File: src/rtl/ddr4_pkg.sv
// rtl/ddr4_pkg.sv - command bit positions, FSM states and decode helpers
package ddr4_pkg;

  localparam int NUM_CMDS = 19;

  typedef enum logic [4:0] {
    CMD_WRA  = 5'd0,
    CMD_WR   = 5'd1,
    CMD_ZQCS = 5'd2,
    CMD_ZQCL = 5'd3,
    CMD_RDA  = 5'd4,
    CMD_RD   = 5'd5,
    CMD_PRA  = 5'd6,
    CMD_PR   = 5'd7,
    CMD_REF  = 5'd8,
    CMD_SRE  = 5'd9,
    CMD_SRX  = 5'd10,
    CMD_PDE  = 5'd11,
    CMD_PDX  = 5'd12,
    CMD_MRS  = 5'd13,
    CMD_NOP  = 5'd14,
    CMD_DES  = 5'd15,
    CMD_CKEL = 5'd16,
    CMD_CKEH = 5'd17,
    CMD_ACT  = 5'd18
  } cmd_e;

  typedef enum logic {
    ST_IDLE  = 1'b0,
    ST_BURST = 1'b1
  } state_e;

  function automatic logic is_burst(cmd_e c);
    return (c == CMD_WRA) || (c == CMD_WR) || (c == CMD_RDA) || (c == CMD_RD);
  endfunction

  function automatic logic is_autopre(cmd_e c);
    return (c == CMD_WRA) || (c == CMD_RDA);
  endfunction

  function automatic logic [NUM_CMDS-1:0] onehot(cmd_e c);
    logic [NUM_CMDS-1:0] v;
    v    = '0;
    v[c] = 1'b1;
    return v;
  endfunction

endpackage

File: src/rtl/ddr4_row_table.sv
// rtl/ddr4_row_table.sv - per-bank open flag and open row with lookup, set and clear ports
module ddr4_row_table #(
  parameter int BGWIDTH   = 2,
  parameter int BAWIDTH   = 2,
  parameter int ADDRWIDTH = 17,
  localparam int IDXW     = BGWIDTH + BAWIDTH,
  localparam int NBANK    = 1 << IDXW
) (
  input  logic                 clk,
  input  logic                 reset,
  input  logic [IDXW-1:0]      i_lk_idx,
  output logic                 o_lk_valid,
  output logic [ADDRWIDTH-1:0] o_lk_row,
  input  logic                 i_set_en,
  input  logic [IDXW-1:0]      i_set_idx,
  input  logic [ADDRWIDTH-1:0] i_set_row,
  input  logic                 i_clr0_en,
  input  logic [IDXW-1:0]      i_clr0_idx,
  input  logic                 i_clr1_en,
  input  logic [IDXW-1:0]      i_clr1_idx,
  input  logic                 i_clr_all
);

  logic [NBANK-1:0]     r_valid;
  logic [ADDRWIDTH-1:0] r_rows [NBANK];

  // Open flags: clears apply first so an ACT landing on a bank closing this cycle still opens it
  always_ff @(posedge clk) begin
    if (reset) begin
      r_valid <= '0;
    end else begin
      for (int i = 0; i < NBANK; i++) begin
        if (i_clr_all || (i_clr0_en && i_clr0_idx == IDXW'(i)) ||
            (i_clr1_en && i_clr1_idx == IDXW'(i)))
          r_valid[i] <= 1'b0;
      end
      if (i_set_en)
        r_valid[i_set_idx] <= 1'b1;
    end
  end

  // Row storage is only meaningful while the open flag is set, so it needs no reset
  always_ff @(posedge clk) begin
    if (i_set_en)
      r_rows[i_set_idx] <= i_set_row;
  end

  assign o_lk_valid = r_valid[i_lk_idx];
  assign o_lk_row   = r_rows[i_lk_idx];

endmodule

File: src/rtl/ddr4_cmd_decoder.sv
// rtl/ddr4_cmd_decoder.sv - DDR4 pin decoder with burst expansion, halt hold and one-deep pending slot
module ddr4_cmd_decoder
  import ddr4_pkg::*;
#(
  parameter int BGWIDTH   = 2,
  parameter int BAWIDTH   = 2,
  parameter int ADDRWIDTH = 17,
  parameter int COLWIDTH  = 10,
  parameter int BL        = 8,
  localparam int BEATW    = $clog2(BL)
) (
  input  logic                 clk,
  input  logic                 reset,
  input  logic                 halt,
  input  logic                 cs_n,
  input  logic                 act_n,
  input  logic                 ras_n,
  input  logic                 cas_n,
  input  logic                 we_n,
  input  logic [BGWIDTH-1:0]   bg_in,
  input  logic [BAWIDTH-1:0]   ba_in,
  input  logic [13:0]          a_in,
  output logic [NUM_CMDS-1:0]  commands,
  output logic [BGWIDTH-1:0]   bg,
  output logic [BAWIDTH-1:0]   ba,
  output logic [ADDRWIDTH-1:0] row,
  output logic [COLWIDTH-1:0]  column,
  output logic [BEATW-1:0]     beat,
  output logic                 cmd_err
);

  localparam logic [BEATW-1:0]    LAST_BEAT = BEATW'(BL - 1);
  localparam logic [COLWIDTH-1:0] COL_MASK  = COLWIDTH'(BL - 1);

  // Registered state
  state_e                r_state;
  logic [NUM_CMDS-1:0]   r_commands;
  logic [BGWIDTH-1:0]    r_bg;
  logic [BAWIDTH-1:0]    r_ba;
  logic [ADDRWIDTH-1:0]  r_row;
  logic [COLWIDTH-1:0]   r_column;
  logic [COLWIDTH-1:0]   r_base_col;
  logic [BEATW-1:0]      r_beat;
  logic                  r_err;
  logic                  r_ap;
  logic                  r_pend_valid;
  cmd_e                  r_pend_cmd;
  logic [BGWIDTH-1:0]    r_pend_bg;
  logic [BAWIDTH-1:0]    r_pend_ba;
  logic [16:0]           r_pend_addr;

  // Next-state values
  state_e                w_nxt_state;
  logic [NUM_CMDS-1:0]   w_nxt_commands;
  logic [BGWIDTH-1:0]    w_nxt_bg;
  logic [BAWIDTH-1:0]    w_nxt_ba;
  logic [ADDRWIDTH-1:0]  w_nxt_row;
  logic [COLWIDTH-1:0]   w_nxt_column;
  logic [COLWIDTH-1:0]   w_nxt_base_col;
  logic [BEATW-1:0]      w_nxt_beat;
  logic                  w_nxt_err;
  logic                  w_nxt_ap;
  logic                  w_nxt_pend_valid;
  cmd_e                  w_nxt_pend_cmd;
  logic [BGWIDTH-1:0]    w_nxt_pend_bg;
  logic [BAWIDTH-1:0]    w_nxt_pend_ba;
  logic [16:0]           w_nxt_pend_addr;

  // Pin decode
  logic                  w_dec_valid;
  logic                  w_dec_rsvd;
  cmd_e                  w_dec_cmd;
  logic [16:0]           w_dec_addr;

  // Issue candidate: the pending slot always goes ahead of fresh pins
  cmd_e                  w_c_cmd;
  logic [BGWIDTH-1:0]    w_c_bg;
  logic [BAWIDTH-1:0]    w_c_ba;
  logic [16:0]           w_c_addr;
  logic [COLWIDTH-1:0]   w_c_col;
  logic                  w_c_valid;
  logic                  w_last_beat;
  logic                  w_can_issue;
  logic                  w_issue;
  logic                  w_issue_err;
  logic                  w_issue_ok;
  logic                  w_ap_close;
  logic                  w_bank_open;
  logic                  w_lk_valid;
  logic [ADDRWIDTH-1:0]  w_lk_row;
  logic [BEATW-1:0]      w_beat_inc;
  logic [COLWIDTH-1:0]   w_col_next;

  // Combinational decode of the sampled command pins
  always_comb begin
    w_dec_valid = 1'b0;
    w_dec_rsvd  = 1'b0;
    w_dec_cmd   = CMD_NOP;
    if (!cs_n) begin
      if (!act_n) begin
        w_dec_valid = 1'b1;
        w_dec_cmd   = CMD_ACT;
      end else begin
        w_dec_valid = 1'b1;
        case ({ras_n, cas_n, we_n})
          3'b000:  w_dec_cmd = CMD_MRS;
          3'b001:  w_dec_cmd = CMD_REF;
          3'b010:  w_dec_cmd = a_in[10] ? CMD_PRA  : CMD_PR;
          3'b100:  w_dec_cmd = a_in[10] ? CMD_WRA  : CMD_WR;
          3'b101:  w_dec_cmd = a_in[10] ? CMD_RDA  : CMD_RD;
          3'b110:  w_dec_cmd = a_in[10] ? CMD_ZQCL : CMD_ZQCS;
          3'b011: begin
            w_dec_valid = 1'b0;
            w_dec_rsvd  = 1'b1;
          end
          default: w_dec_valid = 1'b0;
        endcase
      end
    end
  end

  assign w_dec_addr  = {ras_n, cas_n, we_n, a_in};

  assign w_c_valid   = r_pend_valid | w_dec_valid;
  assign w_c_cmd     = r_pend_valid ? r_pend_cmd  : w_dec_cmd;
  assign w_c_bg      = r_pend_valid ? r_pend_bg   : bg_in;
  assign w_c_ba      = r_pend_valid ? r_pend_ba   : ba_in;
  assign w_c_addr    = r_pend_valid ? r_pend_addr : w_dec_addr;
  assign w_c_col     = w_c_addr[COLWIDTH-1:0];

  assign w_last_beat = (r_state == ST_BURST) && (r_beat == LAST_BEAT);
  assign w_can_issue = !halt && ((r_state == ST_IDLE) || w_last_beat);
  assign w_issue     = w_can_issue && w_c_valid;

  // An auto-precharge burst finishing this cycle counts as already closed for the next command
  assign w_ap_close  = w_last_beat && !halt && r_ap;
  assign w_bank_open = w_lk_valid && !(w_ap_close && {r_bg, r_ba} == {w_c_bg, w_c_ba});
  assign w_issue_err = ((w_c_cmd == CMD_ACT) && w_bank_open) ||
                       (is_burst(w_c_cmd) && !w_bank_open);
  assign w_issue_ok  = w_issue && !w_issue_err;

  assign w_beat_inc  = r_beat + BEATW'(1);
  assign w_col_next  = (r_base_col & ~COL_MASK) |
                       ((r_base_col + COLWIDTH'(w_beat_inc)) & COL_MASK);

  ddr4_row_table #(
    .BGWIDTH   (BGWIDTH),
    .BAWIDTH   (BAWIDTH),
    .ADDRWIDTH (ADDRWIDTH)
  ) u_row_table (
    .clk        (clk),
    .reset      (reset),
    .i_lk_idx   ({w_c_bg, w_c_ba}),
    .o_lk_valid (w_lk_valid),
    .o_lk_row   (w_lk_row),
    .i_set_en   (w_issue_ok && (w_c_cmd == CMD_ACT)),
    .i_set_idx  ({w_c_bg, w_c_ba}),
    .i_set_row  (ADDRWIDTH'(w_c_addr)),
    .i_clr0_en  (w_ap_close),
    .i_clr0_idx ({r_bg, r_ba}),
    .i_clr1_en  (w_issue_ok && (w_c_cmd == CMD_PR)),
    .i_clr1_idx ({w_c_bg, w_c_ba}),
    .i_clr_all  (w_issue_ok && (w_c_cmd == CMD_PRA))
  );

  // Next-state and output logic: slot bookkeeping, then burst advance or command issue
  always_comb begin
    w_nxt_state      = r_state;
    w_nxt_commands   = r_commands;
    w_nxt_bg         = r_bg;
    w_nxt_ba         = r_ba;
    w_nxt_row        = r_row;
    w_nxt_column     = r_column;
    w_nxt_base_col   = r_base_col;
    w_nxt_beat       = r_beat;
    w_nxt_ap         = r_ap;
    w_nxt_err        = w_dec_rsvd;
    w_nxt_pend_valid = r_pend_valid;
    w_nxt_pend_cmd   = r_pend_cmd;
    w_nxt_pend_bg    = r_pend_bg;
    w_nxt_pend_ba    = r_pend_ba;
    w_nxt_pend_addr  = r_pend_addr;

    if (w_issue && r_pend_valid)
      w_nxt_pend_valid = 1'b0;

    if (w_dec_valid) begin
      if (r_pend_valid && !w_can_issue) begin
        w_nxt_err = 1'b1;
      end else if (r_pend_valid || !w_can_issue) begin
        w_nxt_pend_valid = 1'b1;
        w_nxt_pend_cmd   = w_dec_cmd;
        w_nxt_pend_bg    = bg_in;
        w_nxt_pend_ba    = ba_in;
        w_nxt_pend_addr  = w_dec_addr;
      end
    end

    if (!halt) begin
      if ((r_state == ST_BURST) && !w_last_beat) begin
        w_nxt_beat   = w_beat_inc;
        w_nxt_column = w_col_next;
      end else begin
        w_nxt_state    = ST_IDLE;
        w_nxt_commands = '0;
        w_nxt_bg       = '0;
        w_nxt_ba       = '0;
        w_nxt_row      = '0;
        w_nxt_column   = '0;
        w_nxt_beat     = '0;
        w_nxt_ap       = 1'b0;
        if (w_issue) begin
          if (w_issue_err) begin
            w_nxt_err = 1'b1;
          end else begin
            w_nxt_commands = onehot(w_c_cmd);
            w_nxt_bg       = w_c_bg;
            w_nxt_ba       = w_c_ba;
            if (is_burst(w_c_cmd)) begin
              w_nxt_state    = ST_BURST;
              w_nxt_row      = w_lk_row;
              w_nxt_column   = w_c_col;
              w_nxt_base_col = w_c_col;
              w_nxt_ap       = is_autopre(w_c_cmd);
            end else if (w_c_cmd == CMD_ACT) begin
              w_nxt_row = ADDRWIDTH'(w_c_addr);
            end
          end
        end
      end
    end
  end

  // State and output registers
  always_ff @(posedge clk) begin
    if (reset) begin
      r_state      <= ST_IDLE;
      r_commands   <= '0;
      r_bg         <= '0;
      r_ba         <= '0;
      r_row        <= '0;
      r_column     <= '0;
      r_base_col   <= '0;
      r_beat       <= '0;
      r_err        <= 1'b0;
      r_ap         <= 1'b0;
      r_pend_valid <= 1'b0;
      r_pend_cmd   <= CMD_NOP;
      r_pend_bg    <= '0;
      r_pend_ba    <= '0;
      r_pend_addr  <= '0;
    end else begin
      r_state      <= w_nxt_state;
      r_commands   <= w_nxt_commands;
      r_bg         <= w_nxt_bg;
      r_ba         <= w_nxt_ba;
      r_row        <= w_nxt_row;
      r_column     <= w_nxt_column;
      r_base_col   <= w_nxt_base_col;
      r_beat       <= w_nxt_beat;
      r_err        <= w_nxt_err;
      r_ap         <= w_nxt_ap;
      r_pend_valid <= w_nxt_pend_valid;
      r_pend_cmd   <= w_nxt_pend_cmd;
      r_pend_bg    <= w_nxt_pend_bg;
      r_pend_ba    <= w_nxt_pend_ba;
      r_pend_addr  <= w_nxt_pend_addr;
    end
  end

  assign commands = r_commands;
  assign bg       = r_bg;
  assign ba       = r_ba;
  assign row      = r_row;
  assign column   = r_column;
  assign beat     = r_beat;
  assign cmd_err  = r_err;

endmodule

File: config.mk
export PLATFORM = sky130hd
export DESIGN_NAME = ddr4_cmd_decoder
export DESIGN_NICKNAME = d
export VERILOG_FILES = /design/src/rtl/ddr4_pkg.sv /design/src/rtl/ddr4_row_table.sv /design/src/rtl/ddr4_cmd_decoder.sv
export SDC_FILE = /design/constraint.sdc
export NUM_CORES = 1
export LEC_CHECK = 0
export CORE_UTILIZATION = 40
export CTS_BUF_LIST = sky130_fd_sc_hd__clkbuf_2
export CTS_CLUSTER_DIAMETER = 60
export DETAILED_ROUTE_END_ITERATION = 10
export GPL_TIMING_DRIVEN = 0
export REMOVE_ABC_BUFFERS = 1
export SKIP_CTS_REPAIR_TIMING = 1
export SLEW_MARGIN = 10
export SYNTH_ARGS = -nofsm -noshare
export SYNTH_HDL_FRONTEND = slang
export SYNTH_SLANG_ARGS = --single-unit
export TNS_END_PERCENT = 1
File: constraint.sdc
create_clock -name clk -period 3.45 [get_ports clk]
set_clock_uncertainty 0.15 [all_clocks]
set_input_delay 0.8625 -clock clk [delete_from_list [all_inputs] [get_ports clk]]
set_output_delay 0.8625 -clock clk [all_outputs]
set_load 0.05 [all_outputs]
Word-level counts from Yosys, hierarchy flattened
Memory sizes are Yosys's and may differ from the RTL's.
Cells that the tools add are included.
{ "word_totals": {"romBits": 0, "regBits": 109, "mem_count": 1, "mem_bits_rw": 272, "output_inout_bits": 54, "input_bits": 26, "latchBits": 0} }
{ "memory_table": {"columns": ["memory", "depth", "word_bits", "rd", "rd_clocked_by_memory_dff", "write_ports", "line_no", "source"], "rows": [
  ["u_row_table.r_rows", 16, 17, 1, 0, 1, "ddr4_row_table.sv:25", "logic [ADDRWIDTH-1:0] r_rows [NBANK];"]
]} }
{ "classes": {"n_mul": 0, "n_div": 0, "muxes": 89, "shifts": 0, "eq_ne": 44, "n_bitwise": 8, "reduce_logical": 103, "n_lt_le_gt_ge": 4, "add_sub_neg": 2} }
{ "op_table": {"columns": ["op", "n"], "rows": [
  ["$mux W17", 5],
  ["$eq A4 B4 Y1 const B", 16],
  ["$mux W1", 63],
  ["$logic_and A1 B1 Y1", 50],
  ["$mux W10", 4],
  ["$logic_or A1 B1 Y1", 39],
  ["$mux W19", 2],
  ["$eq A4 B3 Y1 const B", 8],
  ["$pmux W4 S6", 1],
  ["$eq A5 B3 Y1 const B", 4],
  ["$eq A4 B2 Y1 const B", 4],
  ["$mux W16", 1],
  ["$or A16 B16 Y16", 1],
  ["$mux W5", 3],
  ["$eq A3 B3 Y1 const B", 4],
  ["$mux W2", 6],
  ["$or A10 B3 Y10", 1],
  ["$eq A4 B1 Y1 const B", 2],
  ["$logic_not A4 Y1", 2],
  ["$eq A3 B2 Y1 const B", 2],
  ["$logic_not A1 Y1", 6],
  ["$lt A5 B6 Y1 const B", 1],
  ["$reduce_or A6 Y1", 1],
  ["$demux W1 S5", 1],
  ["other kinds (19)", 23]
]} }

Longest topological paths before layout
{ "depth": {"depth_word": 20, "ltp_mapped": 12, "ltp_nobuf": 9} }

Hierarchy
Synthesis repeated with hierarchy kept, for this count alone.
{ "hier_totals": {"hier_cells": 1003, "hier_area_um2": 15730.1} }
{ "by_module_without_submodules": {"columns": ["module", "n_inst", "area_per_inst_um2", "cells_each"], "rows": [
  ["ddr4_row_table", 1, 11213.3, 538],
  ["ddr4_cmd_decoder", 1, 4516.8, 465]
]} }

Least setup slack after synthesis
Ideal clock, no wire load.
{ "synth_path": {"path_type": "input port to flip-flop", "startpoint": "input port cas_n", "endpoint": "memory u_row_table.r_rows[10][0] (enable)", "n_path_buf": 3, "setup_time_ns": 0.391, "required_time_ns": 2.909, "setup_slack_ns": -0.256, "path_stages": 8, "t_arrival_ns": 3.165, "path_cell_list": "buf_2 a31oi_1 o21ai_0 nor4bb_1 a21bo_1 buf_6 clkbuf_1 nor2_1"} }
{ "synth_between": {"elab_chain_len": 16} }
{ "synth_rtl": {"columns": ["item", "line_no", "source"], "rows": [
  ["from (decl)", "ddr4_cmd_decoder.sv:18", "input logic cas_n,"],
  ["$eq A3 B3 Y1, or another cell as far along", "ddr4_cmd_decoder.sv:105", "case ({ras_n, cas_n, we_n})"],
  ["$pmux W4 S6", "ddr4_cmd_decoder.sv:105", null],
  ["$mux W5", "ddr4_cmd_decoder.sv:100", "if (!act_n) begin"],
  ["$mux W5", "ddr4_cmd_decoder.sv:99", "if (!cs_n) begin"],
  ["$mux W5", "ddr4_cmd_decoder.sv:125", "assign w_c_cmd = r_pend_valid ? r_pend_cmd : w_dec_cmd;"],
  ["$eq A5 B1 Y1 or $logic_not A5 Y1 (tied branches)", "ddr4_pkg.sv:34", "return (c == CMD_WRA) || (c == CMD_WR) || (c == CMD_RDA) || (c == CMD_RD);"],
  ["$logic_or A1 B1 Y1 (3 in a row)", "ddr4_pkg.sv:34", null],
  ["$logic_and A1 B1 Y1", "ddr4_cmd_decoder.sv:139", "(is_burst(w_c_cmd) && !w_bank_open);"],
  ["$logic_or A1 B1 Y1", "ddr4_cmd_decoder.sv:138", "assign w_issue_err = ((w_c_cmd == CMD_ACT) && w_bank_open) ||"],
  ["$logic_not A1 Y1", "ddr4_cmd_decoder.sv:140", "assign w_issue_ok = w_issue && !w_issue_err;"],
  ["$logic_and A1 B1 Y1", "ddr4_cmd_decoder.sv:140", null],
  ["$logic_and A1 B1 Y1 (*)", "ddr4_cmd_decoder.sv:156", ".i_set_en (w_issue_ok && (w_c_cmd == CMD_ACT)),"],
  ["$mux W1 (*)", "ddr4_row_table.sv:44", "if (i_set_en)"],
  ["$mux W1 (implied by the code) (*)", "ddr4_row_table.sv:45", "r_rows[i_set_idx] <= i_set_row;"],
  ["to (decl)", "ddr4_row_table.sv:25", null]
]} }
Mark *: on every way between the ends. The rest lies on a longest branch, timed or not.

Worst setup path in the final report
{ "layout_path": {"startpoint": "register r_pend_valid", "endpoint": "memory u_row_table.r_rows[6][14] (enable)"} }
{ "layout_between": {"elab_chain_len": 13} }
{ "layout_rtl": {"columns": ["item", "line_no", "source"], "rows": [
  ["from (decl)", "ddr4_cmd_decoder.sv:46", "logic r_pend_valid;"],
  ["from (signal assigned)", "ddr4_cmd_decoder.sv:263", "r_pend_valid <= w_nxt_pend_valid;"],
  ["branches (longest 13 deep; another with $bmux W1 S4)", null, null]
]} }
Several ways; the timed one is not identified. The select of a mux whose other input is x is not followed.

==> results.sh <==
export IMPL_status="finished clean"
export IMPL_dpl_cell_area_um2=16710
export IMPL_synth_cell_types=64
export IMPL_grt_pass1_wl_um=58500
export IMPL_dp_hpwl_um=21880
export IMPL_critPathLaunchType="flop"
export IMPL_synthCells=994
export IMPL_cts_buffers=94
export IMPL_rows=71
export IMPL_max_stage_delay_ns=0.54
export IMPL_synth_ff_type="edfxtp_1"
export IMPL_synthMostInstantiatedCell="edfxtp_1"
export IMPL_drtIter0Drc=776
export IMPL_path_cells="mux2_4, xor2_1, nor3_1, nand3_4, a21bo_4, buf_4, nor2_4, buf_12"
export IMPL_wirelength_um=40370
export IMPL_clock_latency_ns=0.93
export IMPL_slew_viol_final=0
export IMPL_place_ws_ns=-1.795
export IMPL_grt_util_met1_pct=27.91
export IMPL_vias_per_cell=5.651
export IMPL_p_per_area_nw_per_um2=474.0
export IMPL_synthesis_area_um2=15310
export IMPL_yosysWarningCount=0
export IMPL_grt_pass1_vias=9780
export IMPL_setup_ws_ns=0.09921
export IMPL_tightest_slew_ns=1.180
export IMPL_timing_hold_ws_ns=0.1553
export IMPL_ff2ff_setup_slack_ns=0.1
export IMPL_vias=9822
export IMPL_design_area_um2=18340
export IMPL_timing_final_crit_share_pct=97.12
export IMPL_antenna_found_initial=1
export IMPL_hold_viol_final=0
export IMPL_final_setup_viol_count=0
export IMPL_start_util_pct=40.65
export IMPL_synth_top_area_cell="edfxtp_1"
export IMPL_drive_gt1_share_pct=28.87
export IMPL_cp_arrival_ns=3.76
export IMPL_drc=0
export IMPL_synth_top_area_share_pct=53.35
export IMPL_overflow=0
export IMPL_met2_usage_pct=32.22
export IMPL_antenna_left=0
export IMPL_syn2layout_area_growth_pct=19.79
export IMPL_grt_usage_pct=20.34
export IMPL_met3_usage_pct=3.842
export IMPL_grt_most_used_layer="met2"
export IMPL_cts_sinks=381
export IMPL_fin_crit_ns=3.351
export IMPL_fmax_ghz=0.2984
export IMPL_p_leak_nw=5.990
export IMPL_cp_required_ns=3.85
export IMPL_synth_async_reset_ratio_pct=0
export IMPL_avgSynthCellArea_um2=15.40
export IMPL_htreeDepth=3
export IMPL_yosys_register_bits=381
export IMPL_gp_congestion=0.8732
export IMPL_maxCapViolCount=0
export IMPL_crit_fanout=32
export IMPL_port_buffers=79
export IMPL_cts_root_buf="clkbuf_2"
export IMPL_r2r_worst_path_cells=8
export IMPL_crit_path_end_kind="flop"
export IMPL_clockBufferDepth=3
export IMPL_core_area_um2=37670
export IMPL_hp_class="in2reg"
export IMPL_relSlewSlack_pct=21.35
export IMPL_cts_tree="yes"
export IMPL_peakVddDrop_v=0.0001846
export IMPL_design_power_total_mw=8.694
export IMPL_yosysSeqAreaShare_pct=67.60
export IMPL_yosys_top_cells_count="edfxtp_1 (272), dfxtp_1 (109), nand2_1 (95)"
export IMPL_cts_clk_slew_worst_paths_ns=0.11
export IMPL_critPathSlowestCell="mux2_4"
export IMPL_crit_type="reg2reg"
export IMPL_die_w_um=197.6
export IMPL_min_delay_path_depth=2
export IMPL_wire_per_inst_um=23.23
export IMPL_fin_nets=1182
export IMPL_grt_max_degree=67
export IMPL_final_core_util_pct=48.69
export IMPL_synth_edf_count=272
export IMPL_die_h_um=197.6
export IMPL_dieArea_um2=39060
export IMPL_synth_area_leaders="edfxtp_1 (53%), dfxtp_1 (14%), mux4_2 (10%)"
export IMPL_ios=80
export IMPL_dr_pass1_iters=5
export IMPL_fillers=3318
[per-stage QoR]
stage               instances  setup TNS [ns]
finish                   1738               0
global route             1738        -0.01250
CTS                      1691         -350.18
detailed placement       1521         -542.54
global placement         1516        -2182.11
floorplan                 926         -980.82
[cells by family after synthesis]
| kind of cell | count (synthesis) | share of synthesized area (%) |
|---|---|---|
| flops | 381 | 67.60 |
| buf+inv | 80 | 2.378 |
| compound gates | 214 | 10.49 |
| xor+xnor | 8 | 0.4576 |
| mux | 95 | 11.96 |
| fa+ha+maj | 4 | 0.3760 |
| simple gates | 212 | 6.742 |
[critical path: cells and delay by family, from the launching register on]
family                 cells  cell delay [ns]
flip-flops                 1             0.52
AO/OA/AOI/OAI              1             0.37
AND/OR/NAND/NOR            3             0.75
buffers and inverters      2             0.40
XOR/XNOR                   1             0.22
multiplexers               1             0.54
[metal layers]
metal	routed length, µm	vias up	share of wire, %
met1	17350	4995	43
met3	2731	66	6.8
met5	0	-	0
met2	19490	404	48
met4	793	0	2.0
li1	-	4357	-
[where the power goes]
group / internal, mW / total, mW / switching [mW]
combinational: 0.290 / 0.771 / 0.481
sequential: 4.96 / 4.99 / 0.0315
clock: 1.14 / 2.93 / 1.79
total: 6.39 / 8.69 / 2.30
[placed cells by master, fill, tap and decap left out, types with 19 or more instances in the layout]
| master | netlist | layout |
|---|---|---|
| clkbuf_2 | 1 | 150 |
| nor2_4 | 0 | 19 |
| edfxtp_1 | 272 | 272 |
| buf_12 | 0 | 30 |
| o22ai_1 | 40 | 40 |
| nand2_1 | 95 | 94 |
| dfxtp_1 | 109 | 108 |
| a21oi_1 | 55 | 55 |
| mux2_2 | 21 | 20 |
| mux4_2 | 68 | 68 |
| clkdlybuf4s50_1 | 0 | 77 |
[sequential cells by signal (all words and copies together), names as in the netlist]
register and cells:
u_row_table.r_rows 272, r_pend_cmd 5, r_pend_ba 2, u_row_table.r_valid 16
commands 19, row 17, r_pend_addr 17, ba 2
r_pend_valid 1, beat 3, r_state 1, r_pend_bg 2
bg 2, cmd_err 1, column 10, r_ap 1
r_base_col 10
[worst paths after layout]
| path | start | endpoint |
|---|---|---|
| worst min register to register | r_pend_addr[15] | r_pend_addr[15] |
| worst max register to register | r_pend_valid | u_row_table.r_rows[6][14] |
| worst min-delay path | reset | r_pend_addr[12] |
| worst max-delay path | r_pend_valid | u_row_table.r_rows[6][14] |
[layout make-up]
type / instances / area, µm² / share of cell area (%)
repair buffers: 130 / 1637 / 8.923
clock inverters: 20 / 91.34 / 0.4980
flip-flops and latches: 381 / 10350 / 56.45
inverters: 12 / 45.04 / 0.2456
well taps: 511 / 639.4 / 3.486
diodes: 1 / 2.502 / 0.01364
multi-input cells: 533 / 4821 / 26.29
clock buffers: 150 / 750.7 / 4.093
Note: power is estimated with default switching activity, not from simulation.
